### config.mk
export PLATFORM = sky130hd
export DESIGN_NAME = control_sequencer
export DESIGN_NICKNAME = d
export VERILOG_FILES = /design/src/rtl/control_sequencer.sv
export SDC_FILE = /design/constraint.sdc
export NUM_CORES = 1
export LEC_CHECK = 0
export CORE_MARGIN = 2
export CORE_UTILIZATION = 29
export CTS_CLUSTER_DIAMETER = 80
export DETAILED_ROUTE_END_ITERATION = 10
export PLACE_DENSITY_LB_ADDON = 0.15
export SKIP_CTS_REPAIR_TIMING = 1
export SYNTH_ARGS = -nofsm -noshare
export SYNTH_HDL_FRONTEND = slang
export SYNTH_SLANG_ARGS = --single-unit
### constraint.sdc
create_clock -name clk -period 1.4 [get_ports clk]
set_input_delay 0.35 -clock clk [delete_from_list [all_inputs] [get_ports clk]]
set_output_delay 0.35 -clock clk [all_outputs]
set_load 0.02 [all_outputs]
### src/rtl/control_sequencer.sv
// control_sequencer: hardwired control unit for a small bus-based CPU.
// Walks each instruction through fetch (T0-T2) and execute (T3-T5) steps
// and decodes the bus strobes as Moore outputs of the current step and the
// opcode held in ir[31:27].
//
// Handshake: there is no valid/ready pair; the only request input is stop,
// which is sampled solely on the clock edge that ends an instruction
// (end of T3 for JR/NOP, end of T5 for ALU ops and LDI).
module control_sequencer #(
    parameter int CNT_W = 16
) (
    input  logic             clk,
    input  logic             clr,
    input  logic [31:0]      ir,
    input  logic             stop,
    output logic             PCout,
    output logic             Zlowout,
    output logic             MDRout,
    output logic             Cout,
    output logic             PCin,
    output logic             MARin,
    output logic             MDRin,
    output logic             IRin,
    output logic             Yin,
    output logic             Zin,
    output logic             IncPC,
    output logic             MDRRead,
    output logic             RAMread,
    output logic             Gra,
    output logic             Grb,
    output logic             Grc,
    output logic             Rin_in,
    output logic             Rout_in,
    output logic             BAout,
    output logic [11:0]      ALUControl,
    output logic             run,
    output logic [CNT_W-1:0] instr_count,
    output logic [2:0]       state_dbg
);

    typedef enum logic [2:0] {
        S_RESET = 3'd0,
        S_T0    = 3'd1,
        S_T1    = 3'd2,
        S_T2    = 3'd3,
        S_T3    = 3'd4,
        S_T4    = 3'd5,
        S_T5    = 3'd6,
        S_HALT  = 3'd7
    } state_t;

    state_t state;
    state_t next_state;

    logic [4:0] opcode;
    logic       is_alu;
    logic       is_ldi;
    logic       is_jr;
    logic       is_halt;
    logic       unused_ir_bits;

    // Only the opcode field steers the sequencer; register fields go elsewhere.
    assign opcode         = ir[31:27];
    assign unused_ir_bits = ^ir[26:0];
    assign is_alu         = (opcode[4:2] == 3'b000);
    assign is_ldi         = (opcode == 5'b00100);
    assign is_jr          = (opcode == 5'b00101);
    assign is_halt        = (opcode == 5'b00111);

    assign state_dbg = state;

    // State register; clr drops the sequencer back to RESET at once.
    always_ff @(posedge clk or negedge clr) begin
        if (!clr) begin
            state <= S_RESET;
        end else begin
            state <= next_state;
        end
    end

    // Retired-instruction counter: bumps as IR is loaded at the end of T2.
    always_ff @(posedge clk or negedge clr) begin
        if (!clr) begin
            instr_count <= '0;
        end else if (state == S_T2) begin
            instr_count <= instr_count + CNT_W'(1);
        end
    end

    // Next-state and strobe decode; everything defaults to idle.
    always_comb begin
        next_state = state;
        PCout      = 1'b0;
        Zlowout    = 1'b0;
        MDRout     = 1'b0;
        Cout       = 1'b0;
        PCin       = 1'b0;
        MARin      = 1'b0;
        MDRin      = 1'b0;
        IRin       = 1'b0;
        Yin        = 1'b0;
        Zin        = 1'b0;
        IncPC      = 1'b0;
        MDRRead    = 1'b0;
        RAMread    = 1'b0;
        Gra        = 1'b0;
        Grb        = 1'b0;
        Grc        = 1'b0;
        Rin_in     = 1'b0;
        Rout_in    = 1'b0;
        BAout      = 1'b0;
        ALUControl = 12'h000;
        run        = 1'b1;

        case (state)
            S_RESET: begin
                run        = 1'b0;
                next_state = S_T0;
            end
            S_T0: begin
                PCout      = 1'b1;
                MARin      = 1'b1;
                IncPC      = 1'b1;
                Zin        = 1'b1;
                next_state = S_T1;
            end
            S_T1: begin
                Zlowout    = 1'b1;
                PCin       = 1'b1;
                MDRRead    = 1'b1;
                MDRin      = 1'b1;
                RAMread    = 1'b1;
                next_state = S_T2;
            end
            S_T2: begin
                MDRout     = 1'b1;
                IRin       = 1'b1;
                next_state = S_T3;
            end
            S_T3: begin
                if (is_alu) begin
                    Grb        = 1'b1;
                    Rout_in    = 1'b1;
                    Yin        = 1'b1;
                    next_state = S_T4;
                end else if (is_ldi) begin
                    Grb        = 1'b1;
                    BAout      = 1'b1;
                    Yin        = 1'b1;
                    next_state = S_T4;
                end else if (is_jr) begin
                    Gra        = 1'b1;
                    Rout_in    = 1'b1;
                    PCin       = 1'b1;
                    next_state = stop ? S_HALT : S_T0;
                end else if (is_halt) begin
                    next_state = S_HALT;
                end else begin
                    // NOP and every unassigned opcode end here quietly.
                    next_state = stop ? S_HALT : S_T0;
                end
            end
            S_T4: begin
                Zin = 1'b1;
                if (is_alu) begin
                    Grc     = 1'b1;
                    Rout_in = 1'b1;
                    case (opcode[1:0])
                        2'b00:   ALUControl = 12'h001;
                        2'b01:   ALUControl = 12'h002;
                        2'b10:   ALUControl = 12'h004;
                        default: ALUControl = 12'h008;
                    endcase
                end else begin
                    // LDI: base register (or 0) plus the constant field.
                    Cout       = 1'b1;
                    ALUControl = 12'h001;
                end
                next_state = S_T5;
            end
            S_T5: begin
                Zlowout    = 1'b1;
                Gra        = 1'b1;
                Rin_in     = 1'b1;
                next_state = stop ? S_HALT : S_T0;
            end
            S_HALT: begin
                run        = 1'b0;
                next_state = S_HALT;
            end
            default: begin
                run        = 1'b0;
                next_state = S_RESET;
            end
        endcase
    end

endmodule
==> key figures <==
Cells and area
  – Area growth from synthesis to layout: 91.5%
  – Cell Count, Final, Fillers Out: ~260
  – Antenna cells: 0
  – Final Net Count: roughly 240
  – Proportion of layout cells with a drive suffix above 1: 0.527

Synthesis
  – Share of flip-flops with an asynchronous set or reset: 1.00
  – Unique masters post-synth: 29
  – Count leader, synth: sky130_fd_sc_hd__dfrtp_1
  – Warnings from Yosys: 0
  – Number of enable-type register cells in the synthesized netlist: 0
  – Leading cell types by total area after synthesis: sky130_fd_sc_hd__dfrtp_1 (42%), sky130_fd_sc_hd__xnor2_1 (10%), sky130_fd_sc_hd__buf_4 (10%)
  – Netlist area before placement: roughly 1100 um^2
  – Proportion of synthesized chip area in sequential cells: 0.423
  – Cells after Synth: 120
  – Most area-hungry cell type in the Yosys netlist: sky130_fd_sc_hd__dfrtp_1
  – Post-synth top flop: sky130_fd_sc_hd__dfrtp_1
  – Avg Synthesized Cell Area: around 9.4 um^2
  – Flops & latches, synth: 19
  – Commonest cells in the netlist: sky130_fd_sc_hd__dfrtp_1 (19), sky130_fd_sc_hd__buf_4 (15), sky130_fd_sc_hd__xnor2_1 (13)
  – Share of the synthesized area in the top cell type: 0.423

Worst setup path
  – Biggest cell delay along the critical path: around 430 ps
  – FF-to-FF path depth: 6
  – Worst setup path startpoint: state_dbg[1]
  – Cell mode on critical path: sky130_fd_sc_hd__buf_6
  – Element type at the critical path end: output port
  – Setup crit start kind: register
  – Largest fanout of any net on the critical path: 4
  – Top cell family by delay on the critical path: flip-flops
  – Worst Path Class, Setup: register to output port
  – Worst reg-to-reg setup slack: -150 ps
  – Number of buffer and inverter stages on the critical path: 3
  – Worst path cell trace: nor3_4 -> nand4_1 -> buf_4 -> buf_6 -> o21ai_2 -> buf_6
  – Max stage delay cell, worst path: sky130_fd_sc_hd__dfrtp_2
  – Arrival @ worst endpoint: about 1500 ps
  – FF-to-FF End: instr_count[1]
  – Critical R2R Launch: state_dbg[1]
  – Critical path data required time: 1050 ps

Clock network
  – Number of clock sinks: 19
  – TritonCTS clock tree: done
  – Clock latency on the worst-skew pair: ~260 ps
  – Maximum clock path buffer count: 2
  – Clock edge transition at the registers on the reported setup and hold paths: 70 ps
  – H-tree levels: 1
  – Number of CTS-inserted buffers: 3
  – Clock root buffer master: sky130_fd_sc_hd__clkbuf_8

Power
  – Leak pwr: approximately 0.0013 uW
  – Combinational group share of total power: 0.629
  – Power per unit of standard cell area: about 1500 nW/um^2
  – Fraction of power spent switching nets: 0.407
  – Switching Power: 1290 uW
  – Clock network fraction of total power: 0.120
  – Overall Power: about 3200 uW
  – Flop pwr share: 0.250
  – IR Drop Worst-Case VDD: 0.000988 V
  – Internal power: roughly 1900 uW

Global routing
  – Total Routing Usage GR: 0.146
  – Overflow after GRT: 0
  – Number of global-route vias before repair: between 1,000 and 1,500
  – Wire length of the first global-routing pass: just under 5000 um
  – Maximum number of pins on one net before global-route repair: 20
  – Number of antenna violations at the first check in global routing: 0

Die
  – Core Footprint: between 3000 and 4000 um^2
  – Number of rows created at floorplan: 22
  – Die H: around 66 um
  – Chip width: about 66 um
  – Effective utilization at floorplan: 0.305
  – Count of pins on the block boundary: between 80 and 90
  – DIE AREA: 4390 um^2

Route
  – Aggregate routed wire length: about 3200 um
  – Number of iterations in the first detailed-routing pass: 2
  – Detailed-route vias per instance: around 4.4
  – Total via count after detailed routing: between 1,000 and 1,500
  – Number of DRC violations after detailed-routing iteration 0: 20
  – Average wire length per cell after detail routing: between 10 and 15 um
  – Number of antenna-violating nets in the routed design: 0
  – DRC: 0

STA
  – Period Utilization, post-route: 1.34
  – Fmax: 533 MHz
  – Minimum period implied by the final worst setup slack: approximately 1900 ps
  – Number of failing setup endpoints in the final timing report: 36
  – Unrepaired setup endpoints after global routing: yes
  – Hold Fails Final Rpt: 0
  – Setup clock skew after layout: about 1.6 ps
  – Final count of pins violating max slew: 0
  – Summed negative setup slack over all endpoints: -9420 ps
  – Worst path setup slack after routing: -476 ps

Placement
  – Number of I/O port buffers: 50
  – Half-perimeter wire length of the detailed placement result: approximately 2400 um
  – Number of instances in the placed design: 240
  – Global placer's final weighted congestion: roughly 0.75

Job
  – Max-cap violations: 0

Min path
  – Path class of the lowest-slack min-delay path: input port to asynchronous set/reset pin

Run status
  – Violated checks: negative setup slack
  – Result of the run: finished with violations
[layer usage]
| metal | GRT usage | part of all wire |
|---|---|---|
| met1 | 0.175 | 0.41 |
| met2 | 0.250 | 0.50 |
| met3 | 0.0256 | 0.073 |
| met4 | 0.0689 | 0.019 |
| met5 | 0 | 0 |
[worst max-delay path by stage]
stage / end / cells past startpoint
floorplan: ALUControl[3] / 3
global placement: ALUControl[3] / 5
detailed placement: ALUControl[3] / 5
CTS: ALUControl[3] / 5
global route: PCin / 6
finish: PCin / 6
[worst reg2reg max path, cell delays in order, from the launching register on]
cell and delay [ps]:
sky130_fd_sc_hd__dfrtp_2 430, sky130_fd_sc_hd__buf_4 140, sky130_fd_sc_hd__buf_8 130, sky130_fd_sc_hd__and3b_2 230, sky130_fd_sc_hd__buf_6 120, sky130_fd_sc_hd__buf_4 130, sky130_fd_sc_hd__mux2_2 260
[registers in the layout, indices dropped and copies added, names as in the netlist]
signal and cells:
instr_count 16, state_dbg 3
[layout make-up]
cell class	count	area, um^2
multi-input combinational	89	693
clock buffer	4	45.0
inverter	3	11.3
timing repair buffer	92	866
sequential	19	479
tap	48	60.1
fill	351	1530
[cells in the final DEF, fill, tap and decap left out, drive strengths merged]
cell	netlist	routed
a211oi	1	1
a21o	1	1
a21oi	2	2
a31oi	1	1
and2	3	3
and3	5	5
and3b	1	1
and4	1	1
and4b	2	2
buf	15	68
clkbuf	1	5
clkdlybuf4s50	0	2
conb	1	8
dfrtp	19	19
dlymetal6s2s	0	21
ha	1	1
inv	3	3
mux2	1	1
nand2	11	11
nand2b	1	1
nand3	5	5
nand3b	1	1
nand4	7	7
nor2	7	7
nor2b	5	5
nor3	6	6
o21a	1	1
o21ai	3	3
xnor2	13	13
xor2	2	2
[per-stage QoR]
stage | utilization | hold WS, ps | setup WS (ps) | instance area, um^2
6_report | 0.584 | 428 | -476 | 2150
5_1_grt | 0.584 | 446 | -566 | 2150
4_1_cts | 0.535 | 436 | -1100 | 1970
3_5_place_dp | 0.523 | 475 | -1100 | 1930
3_3_place_gp | 0.523 | 462 | -1060 | 1930
2_1_floorplan | - | 54.4 | -257 | 1270
[power by group through the flow]
stage               clock network, uW  registers (uW)  logic, uW
global route                      426             814       2130
CTS                               395             806       1840
finish                            382             795       2000
floorplan                           0             963        823
global placement                    0             808       1820
detailed placement                  0             814       1820
[logic make-up after synthesis]
kind of cell / share of synthesized area
AOI/OAI and AO/OA: 0.0478
xor gates and xnor gates: 0.117
adders and majority gates: 0.0111
buffers and inverters: 0.113
DFF: 0.423
muxes: 0.0100
other: 0.00333
and+or+nand+nor: 0.275
No activity file was read; power rests on OpenSTA's default activity.
